### src/rtl/adam_kbd_pkg.sv
// Scancode and ADAM keycode constants plus the PS/2 set-2 to ADAM translation.
// Shared by the keyboard front end and its FIFO.
package adam_kbd_pkg;

   localparam logic [7:0] SC_LSHIFT = 8'h12;
   localparam logic [7:0] SC_RSHIFT = 8'h59;
   localparam logic [7:0] SC_CTRL   = 8'h14;
   localparam logic [7:0] SC_CAPS   = 8'h58;
   localparam logic [7:0] SC_ENTER  = 8'h5A;
   localparam logic [7:0] SC_BKSP   = 8'h66;
   localparam logic [7:0] SC_ESC    = 8'h76;
   localparam logic [7:0] SC_TAB    = 8'h0D;
   localparam logic [7:0] SC_SPACE  = 8'h29;
   localparam logic [7:0] SC_UP     = 8'h75;
   localparam logic [7:0] SC_RIGHT  = 8'h74;
   localparam logic [7:0] SC_DOWN   = 8'h72;
   localparam logic [7:0] SC_LEFT   = 8'h6B;
   localparam logic [7:0] SC_F1     = 8'h05;
   localparam logic [7:0] SC_F2     = 8'h06;
   localparam logic [7:0] SC_F3     = 8'h04;
   localparam logic [7:0] SC_F4     = 8'h0C;
   localparam logic [7:0] SC_F5     = 8'h03;
   localparam logic [7:0] SC_F6     = 8'h0B;

   localparam logic [7:0] ADAM_CR     = 8'h0D;
   localparam logic [7:0] ADAM_BS     = 8'h08;
   localparam logic [7:0] ADAM_ESC    = 8'h1B;
   localparam logic [7:0] ADAM_TAB    = 8'h09;
   localparam logic [7:0] ADAM_SPACE  = 8'h20;
   localparam logic [7:0] ADAM_UP     = 8'hA0;
   localparam logic [7:0] ADAM_RIGHT  = 8'hA1;
   localparam logic [7:0] ADAM_DOWN   = 8'hA2;
   localparam logic [7:0] ADAM_LEFT   = 8'hA3;
   localparam logic [7:0] ADAM_SMART1 = 8'h81;
   localparam logic [7:0] ADAM_SMART_SHIFT = 8'h08;
   localparam logic [7:0] ADAM_LOWER_A = 8'h61;
   localparam logic [7:0] ADAM_UPPER_A = 8'h41;

   typedef struct packed {
      logic hit;
      logic [7:0] code;
   } xlate_t;

   typedef struct packed {
      logic caps;
      logic ctrl;
      logic shift;
   } mods_t;

   // {valid, alphabet index}
   function automatic logic [5:0] letter_ord(input logic [7:0] sc);
      logic [5:0] r;
      case (sc)
         8'h1C: r = 6'd32; 8'h32: r = 6'd33;
         8'h21: r = 6'd34; 8'h23: r = 6'd35;
         8'h24: r = 6'd36; 8'h2B: r = 6'd37;
         8'h34: r = 6'd38; 8'h33: r = 6'd39;
         8'h43: r = 6'd40; 8'h3B: r = 6'd41;
         8'h42: r = 6'd42; 8'h4B: r = 6'd43;
         8'h3A: r = 6'd44; 8'h31: r = 6'd45;
         8'h44: r = 6'd46; 8'h4D: r = 6'd47;
         8'h15: r = 6'd48; 8'h2D: r = 6'd49;
         8'h1B: r = 6'd50; 8'h2C: r = 6'd51;
         8'h3C: r = 6'd52; 8'h2A: r = 6'd53;
         8'h1D: r = 6'd54; 8'h22: r = 6'd55;
         8'h35: r = 6'd56; 8'h1A: r = 6'd57;
         default: r = 6'd0;
      endcase
      return r;
   endfunction

   // {shifted, plain}; zero means unmapped
   function automatic logic [15:0] sym_pair(input logic [7:0] sc);
      logic [15:0] p;
      case (sc)
         8'h16: p = 16'h2131; 8'h1E: p = 16'h4032;
         8'h26: p = 16'h2333; 8'h25: p = 16'h2434;
         8'h2E: p = 16'h2535; 8'h36: p = 16'h5E36;
         8'h3D: p = 16'h2637; 8'h3E: p = 16'h2A38;
         8'h46: p = 16'h2839; 8'h45: p = 16'h2930;
         8'h0E: p = 16'h7E60; 8'h4E: p = 16'h5F2D;
         8'h55: p = 16'h2B3D; 8'h54: p = 16'h7B5B;
         8'h5B: p = 16'h7D5D; 8'h5D: p = 16'h7C5C;
         8'h4C: p = 16'h3A3B; 8'h52: p = 16'h2227;
         8'h41: p = 16'h3C2C; 8'h49: p = 16'h3E2E;
         8'h4A: p = 16'h3F2F;
         SC_ENTER: p = {ADAM_CR, ADAM_CR};
         SC_BKSP:  p = {ADAM_BS, ADAM_BS};
         SC_ESC:   p = {ADAM_ESC, ADAM_ESC};
         SC_TAB:   p = {ADAM_TAB, ADAM_TAB};
         SC_SPACE: p = {ADAM_SPACE, ADAM_SPACE};
         default:  p = 16'h0000;
      endcase
      return p;
   endfunction

   // {valid, smart key number}
   function automatic logic [3:0] fkey_ord(input logic [7:0] sc);
      logic [3:0] r;
      case (sc)
         SC_F1: r = 4'h8; SC_F2: r = 4'h9;
         SC_F3: r = 4'hA; SC_F4: r = 4'hB;
         SC_F5: r = 4'hC; SC_F6: r = 4'hD;
         default: r = 4'h0;
      endcase
      return r;
   endfunction

   function automatic xlate_t adam_translate(
      input logic [7:0] sc,
      input logic       ext,
      input mods_t      m
   );
      xlate_t x;
      logic [5:0] l;
      logic [15:0] p;
      logic [3:0] f;
      logic [7:0] idx;
      x = '0;
      l = letter_ord(sc);
      p = sym_pair(sc);
      f = fkey_ord(sc);
      idx = {3'b000, l[4:0]};
      if (ext) begin
         x.hit = 1'b1;
         case (sc)
            SC_UP:    x.code = ADAM_UP;
            SC_RIGHT: x.code = ADAM_RIGHT;
            SC_DOWN:  x.code = ADAM_DOWN;
            SC_LEFT:  x.code = ADAM_LEFT;
            default:  x = '0;
         endcase
      end else if (l[5]) begin
         x.hit = 1'b1;
         // ctrl wins over case selection
         if (m.ctrl)
            x.code = (ADAM_UPPER_A + idx) & 8'h1F;
         else if (m.shift ^ m.caps)
            x.code = ADAM_UPPER_A + idx;
         else
            x.code = ADAM_LOWER_A + idx;
      end else if (f[3]) begin
         x.hit = 1'b1;
         x.code = ADAM_SMART1 + {5'b00000, f[2:0]};
         if (m.shift)
            x.code = x.code + ADAM_SMART_SHIFT;
      end else if (p != 16'h0000) begin
         x.hit = 1'b1;
         x.code = m.shift ? p[15:8] : p[7:0];
      end
      return x;
   endfunction

endpackage

### src/rtl/adam_kbd_fifo.sv
// Synchronous keycode FIFO; a push into a full FIFO lands only
// when a pop happens on the same edge.
module adam_kbd_fifo
   import adam_kbd_pkg::*;
#(
   parameter int DEPTH = 8,
   parameter int WIDTH = 8
) (
   input  logic             clk,
   input  logic             rst,
   input  logic             i_push,
   input  logic [WIDTH-1:0] i_din,
   input  logic             i_pop,
   output logic [WIDTH-1:0] o_dout,
   output logic             o_empty,
   output logic             o_full
);

   localparam int AW = $clog2(DEPTH);
   localparam logic [AW:0] CNT_ONE = (AW+1)'(1);
   localparam logic [AW:0] CNT_FULL = (AW+1)'(DEPTH);
   localparam logic [AW-1:0] PTR_ONE = AW'(1);

   logic [WIDTH-1:0] r_mem [DEPTH];
   logic [AW-1:0]    r_wr;
   logic [AW-1:0]    r_rd;
   logic [AW:0]      r_count;
   logic             w_pop;
   logic             w_push;

   assign o_empty = (r_count == '0);
   assign o_full  = (r_count == CNT_FULL);
   assign w_pop   = i_pop & ~o_empty;
   assign w_push  = i_push & (~o_full | w_pop);
   assign o_dout  = o_empty ? '0 : r_mem[r_rd];

   always_ff @(posedge clk or posedge rst) begin
      if (rst) begin
         r_wr    <= '0;
         r_rd    <= '0;
         r_count <= '0;
      end else begin
         if (w_push)
            r_wr <= r_wr + PTR_ONE;
         if (w_pop)
            r_rd <= r_rd + PTR_ONE;
         case ({w_push, w_pop})
            2'b10:   r_count <= r_count + CNT_ONE;
            2'b01:   r_count <= r_count - CNT_ONE;
            default: r_count <= r_count;
         endcase
      end
   end

   always_ff @(posedge clk) begin
      if (w_push)
         r_mem[r_wr] <= i_din;
   end

endmodule

### src/rtl/adam_ps2_keyboard.sv
// PS/2 key event to ADAM keycode front end: edge detect, modifier
// tracking, two-stage translation pipeline feeding a keycode FIFO.
module adam_ps2_keyboard
   import adam_kbd_pkg::*;
#(
   parameter int FIFO_DEPTH = 8
) (
   input  logic        clk_sys,
   input  logic        reset,
   input  logic [10:0] ps2_key,
   output logic        key_valid,
   output logic [7:0]  key_data,
   input  logic        key_ready,
   output logic        overflow,
   input  logic        overflow_clr,
   output logic [2:0]  mod_state
);

   logic       r_tog;
   logic       w_event;
   logic [7:0] w_sc;
   logic       w_ext;
   logic       w_pressed;

   logic       r_lshift;
   logic       r_rshift;
   logic       r_lctrl;
   logic       r_rctrl;
   logic       r_caps;
   mods_t      w_mods;

   logic       r_s1_valid;
   logic [7:0] r_s1_sc;
   logic       r_s1_ext;
   mods_t      r_s1_mods;
   xlate_t     w_xlate;

   logic       r_s2_valid;
   logic [7:0] r_s2_code;

   logic       w_empty;
   logic       w_full;
   logic       w_pop;
   logic       w_drop;
   logic       r_overflow;

   assign w_sc      = ps2_key[7:0];
   assign w_ext     = ps2_key[8];
   assign w_pressed = ps2_key[9];
   assign w_event   = ps2_key[10] ^ r_tog;

   // Follows the input even during reset, so release never sees an edge.
   always_ff @(posedge clk_sys) begin
      r_tog <= ps2_key[10];
   end

   assign w_mods.caps  = r_caps;
   assign w_mods.ctrl  = r_lctrl | r_rctrl;
   assign w_mods.shift = r_lshift | r_rshift;
   assign mod_state    = w_mods;

   always_ff @(posedge clk_sys or posedge reset) begin
      if (reset) begin
         r_lshift <= 1'b0;
         r_rshift <= 1'b0;
         r_lctrl  <= 1'b0;
         r_rctrl  <= 1'b0;
         r_caps   <= 1'b0;
      end else if (w_event) begin
         if (w_sc == SC_LSHIFT)
            r_lshift <= w_pressed;
         if (w_sc == SC_RSHIFT)
            r_rshift <= w_pressed;
         if (w_sc == SC_CTRL && !w_ext)
            r_lctrl <= w_pressed;
         if (w_sc == SC_CTRL && w_ext)
            r_rctrl <= w_pressed;
         if (w_sc == SC_CAPS && !w_ext && w_pressed)
            r_caps <= ~r_caps;
      end
   end

   // Stage 1 snapshots the pre-event modifiers with the event.
   always_ff @(posedge clk_sys or posedge reset) begin
      if (reset) begin
         r_s1_valid <= 1'b0;
         r_s1_sc    <= '0;
         r_s1_ext   <= 1'b0;
         r_s1_mods  <= '0;
      end else begin
         r_s1_valid <= w_event & w_pressed;
         r_s1_sc    <= w_sc;
         r_s1_ext   <= w_ext;
         r_s1_mods  <= w_mods;
      end
   end

   always_comb begin
      w_xlate = adam_translate(r_s1_sc, r_s1_ext, r_s1_mods);
   end

   always_ff @(posedge clk_sys or posedge reset) begin
      if (reset) begin
         r_s2_valid <= 1'b0;
         r_s2_code  <= '0;
      end else begin
         r_s2_valid <= r_s1_valid & w_xlate.hit;
         r_s2_code  <= w_xlate.code;
      end
   end

   assign key_valid = ~w_empty;
   assign w_pop     = key_valid & key_ready;
   assign w_drop    = r_s2_valid & w_full & ~w_pop;

   adam_kbd_fifo #(
      .DEPTH (FIFO_DEPTH),
      .WIDTH (8)
   ) u_fifo (
      .clk     (clk_sys),
      .rst     (reset),
      .i_push  (r_s2_valid),
      .i_din   (r_s2_code),
      .i_pop   (key_ready),
      .o_dout  (key_data),
      .o_empty (w_empty),
      .o_full  (w_full)
   );

   always_ff @(posedge clk_sys or posedge reset) begin
      if (reset)
         r_overflow <= 1'b0;
      else if (w_drop)
         r_overflow <= 1'b1;
      else if (overflow_clr)
         r_overflow <= 1'b0;
   end

   assign overflow = r_overflow;

endmodule

### config.mk
export PLATFORM = sky130hd
export DESIGN_NAME = adam_ps2_keyboard
export DESIGN_NICKNAME = d
export VERILOG_FILES = /design/src/rtl/adam_kbd_pkg.sv /design/src/rtl/adam_kbd_fifo.sv /design/src/rtl/adam_ps2_keyboard.sv
export SDC_FILE = /design/constraint.sdc
export NUM_CORES = 1
export LEC_CHECK = 0
export CORE_ASPECT_RATIO = 0.5
export CORE_UTILIZATION = 46
export DETAILED_ROUTE_END_ITERATION = 8
export GPL_TIMING_DRIVEN = 0
export SYNTH_ARGS = -nofsm -noshare
export SYNTH_HDL_FRONTEND = slang
export SYNTH_HIERARCHICAL = 1
export SYNTH_SLANG_ARGS = --single-unit
### constraint.sdc
create_clock -name clk_sys -period 3.7 [get_ports clk_sys]
set_input_delay 0.555 -clock clk_sys [delete_from_list [all_inputs] [get_ports clk_sys]]
set_output_delay 0.555 -clock clk_sys [all_outputs]
set_load 0.01 [all_outputs]
==> out/qor.yml, run 1 <==
synth:
  synth-seq-area-share: 0.4712
  synthArstFlopShare: 0.3689
  synth_top_family_by_area: "compound AO/OA/AOI/OAI gates"
  synth_flop_cell: "edfxtp_1"
  synth_compound_area_frac: 0.1687
  yosys.area_share.simple: 0.1553
  synth.avg_cell_area_um2: 11.12
  synth_fp_nets: 582
  synth_xor_area_frac: 0.01854
  synthMuxAreaShare: 0.1041
  syn_inst: 552
  synthAdderAreaFrac: 0.03179
  ys_warn_count: 6
  syn-cell-area_um2: 6140
  synth.distinct_cells: 87
  synth_edf_count: 64
  ys_ff_latch: 103
floorplanning:
  die_h_um: 83.69
  num_rows: 29
  die_area_um2: 13840
  core_area_um2: 12840
  initial_core_util: 0.4780
  ios: 28
  die_w_um: 165.4
clocking:
  clk_pin_slew_ns: 0.07
  cts.sinks: 103
  h-tree-depth: 3
  cts_max_path_buffers: 2
  holdBufCountCts: 0
  root_buffer: "clkbuf_16"
  post_cts_buffers: 0
  clock_latency_ns: 0.33
  post_cts_resized: 0
  cts_tree: "done"
  cts_buffers: 9
setup_path:
  reg2reg_to: "r_s2_valid$_DFF_PP0_"
  worstPathMaxFanout: 9
  path_class: "register to register"
  arrival_ns: 3.40
  startpoint_type: "register"
  end_kind: "register"
  required_ns: 3.91
  rr_worst_depth: 9
  rr_startpoint: "r_s1_sc[1]$_DFF_PP0_"
  r2r_slack_ns: 0.51
power_and_ir_drop:
  pwr-share-seq: 0.398
  clock_power_share: 0.251
  p_int_mw: 2.400
  p_switching_mw: 1.120
  p_sw_frac: 0.3182
  leakagePower_nw: 2.609
  pwr_density_cell_nw_per_um2: 508.9
  power_frac_comb: 0.351
  max-vdd-ir-drop_mv: 0.2273
sta:
  rsz0062_at_grt: "false"
  worst_pin_slew_ns: 1.242
  finalHoldViolCount: 0
  finClkSkew_ns: 0.01051
  layout_setup_ws_ns: 0.5104
  tns_ns: 0
  finalCriticalPeriod_ns: 3.190
  finalSetupViolCount: 0
  relSlewSlack: 0.1654
  fin_crit_sh: 0.8620
  maxSlewViolCount: 0
  max_freq_mhz: 313.5
route:
  drtPass1Iterations: 7
  routed_via_density: 5.974
  drtIter0Drc: 550
  wl_per_cell_um: 21.39
  antenna_left: 0
  drc: 4
  wirelength_mm: 16.39
  vias: 4576
finish:
  final_nets: 621
  fillerInstances: 1175
  antenna_cells: 0
  drive_above_1_share: 0.1577
  area_delta_synth_final_pct: 12.68
worst_hold_path:
  min_from: "r_caps$_DFFE_PP0P_"
  hold_depth: 0
  hold_end: "r_s1_mods[2]$_DFF_PP0_"
  hold_path.class: "register to register"
global_routing:
  grt-ovfl-total: 0
  track_usage: 0.2519
  grt_pass1_wl_mm: 26.09
  grt_max_degree: 29
  antenna_found_initial: 0
  first_global_vias: 4547
placed_design:
  hpwlAfterDp_mm: 12.27
  pre_cts_slack_ns: 0.4983
  numPortBuffers: 27
  place_congestion: 1.013
outcome:
  outcome: "finished with violations"
  violations: "design-rule violations"
flow_run:
  maxCapViolCount: 0
## per-stage QoR
step,hold WS (ns),util,cell area (um^2),power [mW],cells
floorplan,0.3942,-,6140,2.254,552
finish,0.4280,0.5386,6918,3.520,766
global route,0.4408,0.5386,6918,3.724,766
CTS,0.4324,0.5380,6910,3.551,765
detailed placement,0.4162,0.5156,6623,2.664,749
global placement,0.4118,0.5156,6623,2.655,749
## worst max-delay path, cell delays in order (launching register included)
cell and delay [ns]:
dfrtp_1 0.57, inv_1 0.18, ha_1 0.45, nand2_1 0.18, a21oi_1 0.19, o311ai_0 0.63, nand2_1 0.16, nor4_1 0.20
nand4_1 0.13, o311a_1 0.38
## sequential cells by signal, summed over array words and instances, names as in the netlist, 3 cells and up
register and flops:
u_fifo/r_count 4, r_s1_sc 8, r_s1_mods 3, r_s2_code 8
u_fifo/r_mem 64, u_fifo/r_rd 3, u_fifo/r_wr 3
## cell usage after synthesis (3+ instances only)
cell	instances	area [um^2]
buf_6	4	45.04
o2bb2ai_1	3	26.28
buf_2	15	75.07
mux4_2	17	382.9
nand3b_1	3	22.52
nand2_1	48	180.2
mux2_2	6	67.56
and2_1	7	43.79
dfrtp_1	38	950.9
o211ai_1	8	60.06
edfxtp_1	64	1922
xnor2_1	8	70.07
mux2i_1	16	160.2
a211o_1	3	26.28
a311oi_1	3	26.28
nor2b_1	12	75.07
nand3_1	7	35.03
a31oi_1	8	50.05
a21oi_1	20	100.1
nor3_1	9	45.04
a21o_1	5	37.54
o21a_1	3	22.52
a22oi_1	5	37.54
o31ai_1	5	37.54
a211oi_1	5	37.54
a221oi_1	3	26.28
nor2_1	38	142.6
buf_4	8	60.06
xor2_1	5	43.79
o221ai_1	6	52.55
or2_2	4	25.02
or3_1	7	43.79
nor3b_1	3	22.52
nand4_1	3	18.77
ha_1	14	175.2
clkbuf_1	8	30.03
o21ai_0	26	130.1
nand2b_1	22	137.6
inv_1	23	86.33
## layer usage
layer	routed length, um	GRT usage
met1	7939	0.3793
met2	7072	0.3690
met3	1049	0.05315
met4	324	0.05950
met5	0	0
## cells in the final DEF, fill, tap and decap left out, types with 6 or more instances in the layout
cell type	n
ha_1	14
mux2_2	6
nor2b_1	12
clkbuf_16	9
inv_1	23
mux4_2	17
nand3_1	7
and2_1	7
o21ai_0	26
xnor2_1	8
edfxtp_1	64
nand2_1	48
nand2b_1	22
dfrtp_1	38
clkbuf_1	8
nor2_1	38
a31oi_1	8
nor3_1	9
buf_2	15
or3_1	7
o211ai_1	8
o221ai_1	6
clkdlybuf4s50_1	27
buf_4	8
a21oi_1	20
mux2i_1	16
## cells by family (layout without fill, tap and decap cells)
kind of cell / Yosys count / count (layout)
simple gates: 181 / 181
compound gates: 138 / 138
flops: 103 / 103
buf+inv: 60 / 104
mux: 41 / 41
fa+ha+maj: 15 / 15
xor+xnor: 13 / 13
other cells: 1 / 1
## worst max path at each step
stage,start,endpoint,slack (ns)
floorplan,r_s1_sc[1]$_DFF_PP0_,r_s2_valid$_DFF_PP0_,1.16
global placement,r_s1_sc[1]$_DFF_PP0_,r_s2_valid$_DFF_PP0_,0.50
detailed placement,key_ready,u_fifo/r_mem[1][1]$_DFFE_PP_,0.50
CTS,u_fifo/r_rd[1]$_DFFE_PP0N_,key_data[6],0.53
global route,r_s1_sc[0]$_DFF_PP0_,r_s2_code[4]$_DFF_PP0_,0.29
finish,r_s1_sc[1]$_DFF_PP0_,r_s2_valid$_DFF_PP0_,0.51
## layout make-up
type / instances / area, um^2 / share of cell area
multi-input cells: 389 / 2942 / 0.4252
inverters: 24 / 90.09 / 0.01302
clock inverters: 7 / 62.56 / 0.009043
clock buffers: 9 / 225.2 / 0.03256
well taps: 170 / 212.7 / 0.03075
plain buffers: 36 / 215.2 / 0.03111
repair buffers: 28 / 277.8 / 0.04015
flip-flops and latches: 103 / 2893 / 0.4182
## power by group through the flow
stage / logic, mW / clock network (mW) / registers [mW]
after floorplan: 0.857 / 0 / 1.40
after global placement: 1.23 / 0 / 1.42
after detailed placement: 1.24 / 0 / 1.42
after CTS: 1.24 / 0.908 / 1.40
after global routing: 1.36 / 0.953 / 1.41
final: 1.24 / 0.882 / 1.40
(Power assumes the default switching activity.)
==> inputs of run 2 (changes only) <==
--- a/config.mk
+++ b/config.mk
@@ -8,7 +8,9 @@
 export CORE_ASPECT_RATIO = 0.5
 export CORE_UTILIZATION = 46
 export DETAILED_ROUTE_END_ITERATION = 8
+export GPL_ROUTABILITY_DRIVEN = 0
 export GPL_TIMING_DRIVEN = 0
+export SLEW_MARGIN = 20
 export SYNTH_ARGS = -nofsm -noshare
 export SYNTH_HDL_FRONTEND = slang
 export SYNTH_HIERARCHICAL = 1
==> run 2 against run 1 <==
The flow still finishes with violations (design-rule violations). Wire length fell by 6.2%. Cell area is essentially flat. Combinational power barely moved. Sequential share of layout area about the same. Non-clock buffer count down 1. Clock-buffer cell count is the same. Utilization barely moved. Worst setup slack worse by 0.012 ns. Via count grew 1.9%. Clock power down 2%. Total power fell by 0.71%. Largest cell class unchanged.
==> out/qor.yml, run 2 (synthesized netlist as in run 1, its figures left out) <==
global_routing:
  top_usage_layer: "met2"
  grt_pass1_wl_mm: 25.07  # -3.9%
  grt_max_degree: 29  # unchanged
  grtUsageMet1: 0.3406  # -0.03865
  met3_usage: 0.06657  # +0.01341
  track_usage: 0.2412  # -0.01078
  grt-ovfl-total: 0  # unchanged
  use_met2: 0.3560  # -0.01293
  antenna_found_initial: 0  # unchanged
  first_global_vias: 4586  # +0.86%
clocking:
  h-tree-depth: 3  # unchanged
  post_cts_buffers: 0  # unchanged
  holdBufCountCts: 0  # unchanged
  post_cts_resized: 0  # unchanged
  clk_pin_slew_ns: 0.07  # about the same
  cts_tree: "done"
  root_buffer: "clkbuf_16"
  cts_max_path_buffers: 2  # unchanged
  clock_latency_ns: 0.34  # about the same
  cts.sinks: 103  # unchanged
  cts_buffers: 9  # unchanged
worst_hold_path:
  hold_end: "r_s1_mods[2]$_DFF_PP0_"
  min_from: "r_caps$_DFFE_PP0P_"
  hold_depth: 0  # unchanged
  hold_path.class: "register to register"
setup_path:
  startpoint_type: "register"
  path_class: "register to register"
  path_buf_inv: 1  # unchanged
  crit_chain: "inv_1 > ha_1 > nand2_1 > a21oi_1 > o311ai_0 > nand2_1 > nor4_1 > nand4_1 > o311a_1"
  slowest_delay_ns: 0.67  # +0.04 ns
  rr_startpoint: "r_s1_sc[1]$_DFF_PP0_"
  r2r_slack_ns: 0.50  # about the same
  crit_family: "compound AO/OA/AOI/OAI gates"
  end_kind: "register"
  arrival_ns: 3.42  # +0.02 ns
  crit_top_cell: "nand2_1"
  rr_worst_depth: 9  # unchanged
  required_ns: 3.92  # about the same
  reg2reg_to: "r_s2_valid$_DFF_PP0_"
  cp_slowest_cell: "o311ai_0"
  worstPathMaxFanout: 9  # unchanged
power_and_ir_drop:
  total_power_mw: 3.496  # -0.71%
  leakagePower_nw: 2.612  # +0.14%
  p_sw_frac: 0.3142  # -0.004043
  p_switching_mw: 1.098  # -2.0%
  pwr_density_cell_nw_per_um2: 505.6  # -0.65%
  clock_power_share: 0.248  # -0.003
  max-vdd-ir-drop_mv: 0.2441  # +7.4%
  power_frac_comb: 0.351  # about the same
  p_int_mw: 2.397  # -0.12%
  pwr-share-seq: 0.401  # +0.003
floorplanning:
  core_area_um2: 12840  # unchanged
  num_rows: 29  # unchanged
  ios: 28  # unchanged
  die_area_um2: 13840  # unchanged
  die_h_um: 83.69  # unchanged
  die_w_um: 165.4  # unchanged
  initial_core_util: 0.4780  # unchanged
sta:
  holdWs_ns: 0.4418  # +0.01387 ns
  finalCriticalPeriod_ns: 3.202  # +0.01237 ns
  finalHoldViolCount: 0  # unchanged
  worst_pin_slew_ns: 0.8940  # -0.3484 ns
  finalSetupViolCount: 0  # unchanged
  relSlewSlack: 0.3886  # +0.2232
  maxSlewViolCount: 0  # unchanged
  max_freq_mhz: 312.3  # -0.39%
  tns_ns: 0  # unchanged
  rsz0062_at_grt: "false"
  fin_crit_sh: 0.8654  # +0.003344
  finClkSkew_ns: 0.009722  # -0.0007850 ns
finish:
  top_register: "u_fifo/r_mem"
  final_nets: 620  # -0.16%
  area_delta_synth_final_pct: 12.61  # about the same
  top_regs: "u_fifo/r_mem: 64 flops, r_s1_sc: 8 flops, r_s2_code: 8 flops"
  layout_commonest_cell: "edfxtp_1"
  postLayoutCellArea_um2: 6914  # about the same
  fillerInstances: 1108  # -5.7%
  antenna_cells: 0  # unchanged
  drive_above_1_share: 0.1597  # +0.001946
  final_core_util: 0.5383  # about the same
  final_cell_mix: "64 x edfxtp_1, 48 x nand2_1, 38 x nor2_1, 38 x dfrtp_1, 27 x clkdlybuf4s50_1"
  largest_register_ffs: 64  # unchanged
route:
  drtIter0Drc: 620  # +13%
  routed_via_density: 6.098  # +2.1%
  drtPass1Iterations: 8  # +1
  drc: 4  # unchanged
  wl_per_cell_um: 20.10  # -6.0%
  wirelength_mm: 15.38  # -6.2%
  antenna_left: 0  # unchanged
  vias: 4665  # +1.9%
placed_design:
  dpl-instance-area_um2: 6628  # about the same
  numPortBuffers: 27  # unchanged
  hpwlAfterDp_mm: 11.37  # -7.3%
flow_run:
  maxCapViolCount: 0  # unchanged
outcome:
  violations: "design-rule violations"
  outcome: "finished with violations"
## run 2: per-stage QoR
| stage | setup slack [ns] | std cells |
|---|---|---|
| global route | 0.3617 | 765 |
| CTS | 0.5249 | 765 |
| floorplan | 1.161 | 552 |
| detailed placement | 0.5987 | 749 |
| finish | 0.4981 | 765 |
| global placement | 0.5983 | 749 |
## run 2: final cells by class
type | count | area, um^2 | share of cell area
buffer | 36 | 215.2 | 0.03113
clock buffer | 9 | 225.2 | 0.03257
clock inverter | 7 | 56.30 | 0.008143
inverter | 24 | 90.09 | 0.01303
multi-input combinational | 389 | 2952 | 0.4269
sequential | 103 | 2893 | 0.4184
tap | 170 | 212.7 | 0.03076
timing repair buffer | 27 | 270.3 | 0.03909
## run 2: power by group through the flow
stage | Clock (mW) | Sequential [mW] | Combinational (mW)
finish | 0.866 | 1.40 | 1.23
global route | 0.948 | 1.42 | 1.36
CTS | 0.898 | 1.40 | 1.23
detailed placement | 0 | 1.42 | 1.23
global placement | 0 | 1.42 | 1.21
floorplan | 0 | 1.40 | 0.857
## run 2: layer usage
layer | up-vias | routed length, um
li1 | 2147 | -
met1 | 2220 | 6938
met2 | 247 | 6664
met3 | 51 | 1363
met4 | 0 | 409
met5 | - | 0
## run 2: worst max-delay path by stage
stage,start,to,slack (ns),cells after the start
2_1_floorplan,r_s1_sc[1]$_DFF_PP0_,r_s2_valid$_DFF_PP0_,1.16,9
3_3_place_gp,r_s1_sc[1]$_DFF_PP0_,r_s2_valid$_DFF_PP0_,0.60,9
3_5_place_dp,r_s1_sc[1]$_DFF_PP0_,r_s2_valid$_DFF_PP0_,0.60,9
4_1_cts,u_fifo/r_rd[1]$_DFFE_PP0N_,key_data[0],0.52,6
5_1_grt,r_s1_sc[0]$_DFF_PP0_,r_s2_code[3]$_DFF_PP0_,0.36,10
6_report,r_s1_sc[1]$_DFF_PP0_,r_s2_valid$_DFF_PP0_,0.50,9
